**src/rtl/byte_word_loader.sv**
```systemverilog
// Packs a valid/ready byte stream little-endian into 32-bit words and pulses word_load for one clock.
// Optional odd-parity checking of incoming bytes is enabled with `define BYTE_WORD_LOADER_PARITY_EN.
module byte_word_loader #(
    parameter int          TIMEOUT    = 15,
    parameter int          TO_W       = 4,
    parameter logic [31:0] RESET_WORD = 32'h0000_0000
) (
    input  logic        clk,
    input  logic        rst_n,
    input  logic        in_valid,
    output logic        in_ready,
    input  logic [7:0]  in_data,
`ifdef BYTE_WORD_LOADER_PARITY_EN
    input  logic        in_parity,
    output logic        parity_err,
`endif
    output logic [31:0] word_out,
    output logic        word_load,
    output logic [1:0]  byte_cnt,
    output logic        drop,
    output logic        busy
);

    typedef enum logic [1:0] {IDLE, FILL, LOAD} state_t;

    state_t          state, state_nxt;
    logic [TO_W-1:0] to_cnt;
    logic [23:0]     shift_buf;   // bytes 0..2; byte 3 goes straight into word_out
    logic            word_bad;
    logic            accept;
    logic            last_byte;
    logic            expire;
    logic            byte_bad;
    logic            bad_now;

    assign in_ready  = rst_n && (state != LOAD);
    assign accept    = in_valid && in_ready;
    assign last_byte = (byte_cnt == 2'd3);

`ifdef BYTE_WORD_LOADER_PARITY_EN
    assign byte_bad   = ~^{in_parity, in_data};
    assign parity_err = (state == LOAD) && word_bad;
`else
    assign byte_bad   = 1'b0;
`endif
    assign bad_now = word_bad || byte_bad;

    // A byte accepted on the expiry edge takes priority, so expiry requires no accept.
    generate
        if (TIMEOUT == 0) begin : g_no_timeout
            assign expire = 1'b0;
        end else begin : g_timeout
            assign expire = (state == FILL) && !accept && (to_cnt == TO_W'(TIMEOUT - 1));
        end
    endgenerate

    always_comb begin
        // NOTE: default first so every path assigns state_nxt and no latch is inferred.
        state_nxt = state;
        case (state)
            IDLE:    if (accept) state_nxt = FILL;
            FILL: begin
                if (accept && last_byte) state_nxt = LOAD;
                else if (expire)         state_nxt = IDLE;
            end
            LOAD:    state_nxt = IDLE;
            default: state_nxt = IDLE;
        endcase
    end

    always_ff @(posedge clk) begin
        // NOTE: non-blocking assignments for all registered state to avoid ordering races.
        if (!rst_n) state <= IDLE;
        else        state <= state_nxt;
    end

    always_ff @(posedge clk) begin
        if (!rst_n) begin
            byte_cnt  <= 2'd0;
            to_cnt    <= '0;
            shift_buf <= '0;
            word_out  <= RESET_WORD;
            drop      <= 1'b0;
            word_bad  <= 1'b0;
        end else begin
            drop <= 1'b0;
            if (state == LOAD) word_bad <= 1'b0;
            if (accept) begin
                byte_cnt <= byte_cnt + 2'd1;
                to_cnt   <= '0;
                if (last_byte) begin
                    shift_buf <= '0;
                    word_bad  <= bad_now;
                    if (!bad_now) word_out <= {in_data, shift_buf};
                end else begin
                    shift_buf[{byte_cnt, 3'b000} +: 8] <= in_data;
                    word_bad                           <= bad_now;
                end
            end else if (expire) begin
                byte_cnt  <= 2'd0;
                to_cnt    <= '0;
                shift_buf <= '0;
                word_bad  <= 1'b0;
                drop      <= 1'b1;
            end else if (state == FILL) begin
                to_cnt <= to_cnt + 1'b1;
            end
        end
    end

    assign word_load = (state == LOAD) && !word_bad;
    assign busy      = (byte_cnt != 2'd0) || (state == LOAD);

endmodule
```
**config.mk**
```make
export PLATFORM = sky130hd
export DESIGN_NAME = byte_word_loader
export DESIGN_NICKNAME = d
export VERILOG_FILES = /design/src/rtl/byte_word_loader.sv
export SDC_FILE = /design/constraint.sdc
export NUM_CORES = 1
export LEC_CHECK = 0
export ABC_CLOCK_PERIOD_IN_PS = 1600
export CAP_MARGIN = 5
export CORE_UTILIZATION = 30
export DETAILED_ROUTE_END_ITERATION = 10
export DONT_BUFFER_PORTS = 1
export SYNTH_ARGS = -nofsm -noshare
export SYNTH_HDL_FRONTEND = slang
export SYNTH_SLANG_ARGS = --single-unit
```
**constraint.sdc**
```tcl
create_clock -name clk -period 1.6 [get_ports clk]
set_input_delay 0.16 -clock clk [delete_from_list [all_inputs] [get_ports clk]]
set_output_delay 0.16 -clock clk [all_outputs]
set_load 0.05 [all_outputs]
```
==> results.py <==
metrics = {
    "cells_and_area": {
        "final_cell_area_mm2": 0.00340,
        "diodes": 0,
        "nNetsFinal": 361,
        "final_common_cell": "nand2_1",
        "synthToLayoutAreaGrowth_pct": 31.1,
        "drive_above_1_share_pct": 28.4,
        "layout_common_cells": "nand2_1 (74), dfxtp_1 (60), buf_4 (46)",
    },
    "setup_path": {
        "cp-end-kind": "register",
        "required_ns": 1.84,
        "cp.arrival_ns": 1.78,
        "critPathLaunchType": "register",
        "critPathMaxFanout": 8,
        "critPathKind": "register to register",
    },
    "die": {
        "initial_core_util_pct": 31.2,
        "rows": 33,
        "dieHeight_um": 94.9,
        "io_pins": 49,
        "fp.dieW_um": 94.9,
        "dieArea_mm2": 0.00901,
        "coreArea_mm2": 0.00830,
    },
    "synth": {
        "ys_types": 41,
        "syn_avg_cell_area_um2": 9.12,
        "yosysWarnings": 0,
        "ys_seq_area_share_pct": 50.2,
        "synth_area_mm2": 0.00259,
        "synth_flop_cell": "dfxtp_1",
        "syn_nets": 302,
        "async_flop_share_pct": 0,
        "synthCells": 284,
        "ys_ff_latch": 65,
        "synth_edf_count": 0,
    },
    "placed_design": {
        "pre_cts_ws_ns": -0.0309,
        "numPortBuffers": 0,
        "dp_hpwl_mm": 4.57,
        "place_area_mm2": 0.00302,
        "gp_congestion": 0.803,
    },
    "cts": {
        "cts-buffers-inserted": 9,
        "cts_num_sinks": 65,
        "cts_root_buf": "clkbuf_8",
        "htreeDepth": 3,
        "clkLatencyLatePin_ns": 0.34,
        "cts_tree": "yes",
        "clockBufferDepth": 2,
        "clk_pin_slew_ns": 0.07,
    },
    "min_path": {
        "hp-class": "input port to register",
    },
    "run": {
        "max_cap_violations": 0,
    },
    "sta": {
        "max_freq_ghz": 0.648,
        "fin_hold_ws_ns": 0.0175,
        "worstMarginPinSlew_ns": 0.523,
        "worst_slack_ns": 0.0570,
        "setup_viol_count_final": 0,
        "drv_slew": 0,
        "post-route-min-period_ns": 1.54,
        "fin_crit_sh_pct": 96.4,
        "clock_skew_ns": 0.0107,
        "final-hold-violation-count": 0,
        "slew_headroom_pct": 65.1,
    },
    "pwr": {
        "power_density_mw_per_mm2": 959,
        "ir_worst_vdd_mv": 0.502,
        "power_w": 0.00325,
        "p_leak_nw": 1.28,
    },
    "drt": {
        "vias_per_cell": 4.92,
        "drc": 0,
        "dr.pass1.iters": 4,
        "wire_per_inst_um": 14.7,
        "routed_wl_mm": 6.64,
        "ant_nets": 0,
        "drt-initial-drc-count": 135,
        "num_vias": 2230,
    },
    "grt": {
        "grt_pass1_wl_mm": 10.7,
        "grt_antenna_before_repair": 0,
        "gr-total-overflow": 0,
        "grt_usage_pct": 15.7,
        "grt_max_degree": 22,
        "first_global_vias": 2179,
    },
    "outcome": {
        "outcome": "finished, final reports clean",
    },
}
-- worst max-delay path, cell delays in order, from the launching register on --
cell and delay (ns):
dfxtp_4 0.37, inv_1 0.10, ha_4 0.31, nor3b_4 0.16, buf_4 0.17, nand2_1 0.06
a221oi_1 0.26
-- sequential cells by signal, indices dropped and copies added, names as in the netlist --
signal / flops
word_out: 32
shift_buf: 24
to_cnt: 4
byte_cnt: 2
state: 2
drop: 1
-- stage by stage --
stage / setup TNS [ns] / util (%) / cells
global placement: 0 / 36.4 / 423
floorplan: 0 / - / 284
global route: -0.0107 / 40.9 / 453
finish: 0 / 40.9 / 453
detailed placement: -0.0309 / 36.4 / 423
CTS: 0 / 39.8 / 449
-- timing repair --
action / in CTS / in global routing
setup endpoints to repair: 3 / 53
setup buffers: 1 / 4
pin swaps: 0 / 3
hold buffers: 9 / 0
hold endpoints to repair: 22 / 0
gates resized for setup: 1 / 17
-- layout make-up --
type	instances	area, um2
clock buffers	13	160
well taps	105	131
fillers	821	4900
inverters	12	47.5
repair buffers	60	492
clock inverters	3	15.0
multi-input cells	195	1240
flip-flops and latches	65	1310
-- logic make-up after synthesis --
logic type	after synthesis	synth area share [%]
buf+inv	24	3.91
simple gates	117	22.2
flops	65	50.2
fa+ha+maj	7	3.38
compound gates	68	19.3
xor+xnor	3	1.01
-- path summary, 6_finish.rpt --
path | from | endpoint | slack (ns) | cells past startpoint
max | byte_cnt[1]$_SDFFE_PN0P_ | shift_buf[13]$_SDFFE_PN0P_ | 0.06 | 6
min | in_data[2] | shift_buf[10]$_SDFFE_PN0P_ | 0.02 | 2
max reg2reg | byte_cnt[1]$_SDFFE_PN0P_ | shift_buf[13]$_SDFFE_PN0P_ | 0.06 | 6
min reg2reg | shift_buf[16]$_SDFFE_PN0P_ | word_out[16]$_SDFFE_PN0P_ | 0.45 | 2
-- synth_stat cells, types with 2 or more instances --
cell type	instances	share of area, %
nand3_1	7	1.4
nand2_1	75	11
nor2_1	6	0.87
buf_2	3	0.58
o221a_2	8	3.5
and2_1	9	2.2
dfxtp_1	65	50
xor2_1	2	0.68
a21oi_1	34	6.6
nor3_1	3	0.58
inv_1	11	1.6
nand4_1	4	0.97
a31oi_1	4	0.97
ha_1	7	3.4
a32o_1	8	3.1
clkbuf_1	7	1.0
nand3b_1	3	0.87
a221oi_1	5	1.7
-- routing by layer --
layer / vias up / global-route usage (%) / share of wire, %
li1: 1109 / - / -
met4: 0 / 5.81 / 0.86
met2: 53 / 26.4 / 49
met5: - / 0 / 0
met3: 8 / 5.07 / 6.3
met1: 1060 / 18.7 / 44
-- power by group --
group	total, W	internal (W)	switching, W
clock network	0.00123	0.000650	0.000584
registers	0.00168	0.00165	0.0000287
logic	0.000338	0.000148	0.000189
total	0.00325	0.00245	0.000802
Power figures use the tool's default switching activity.
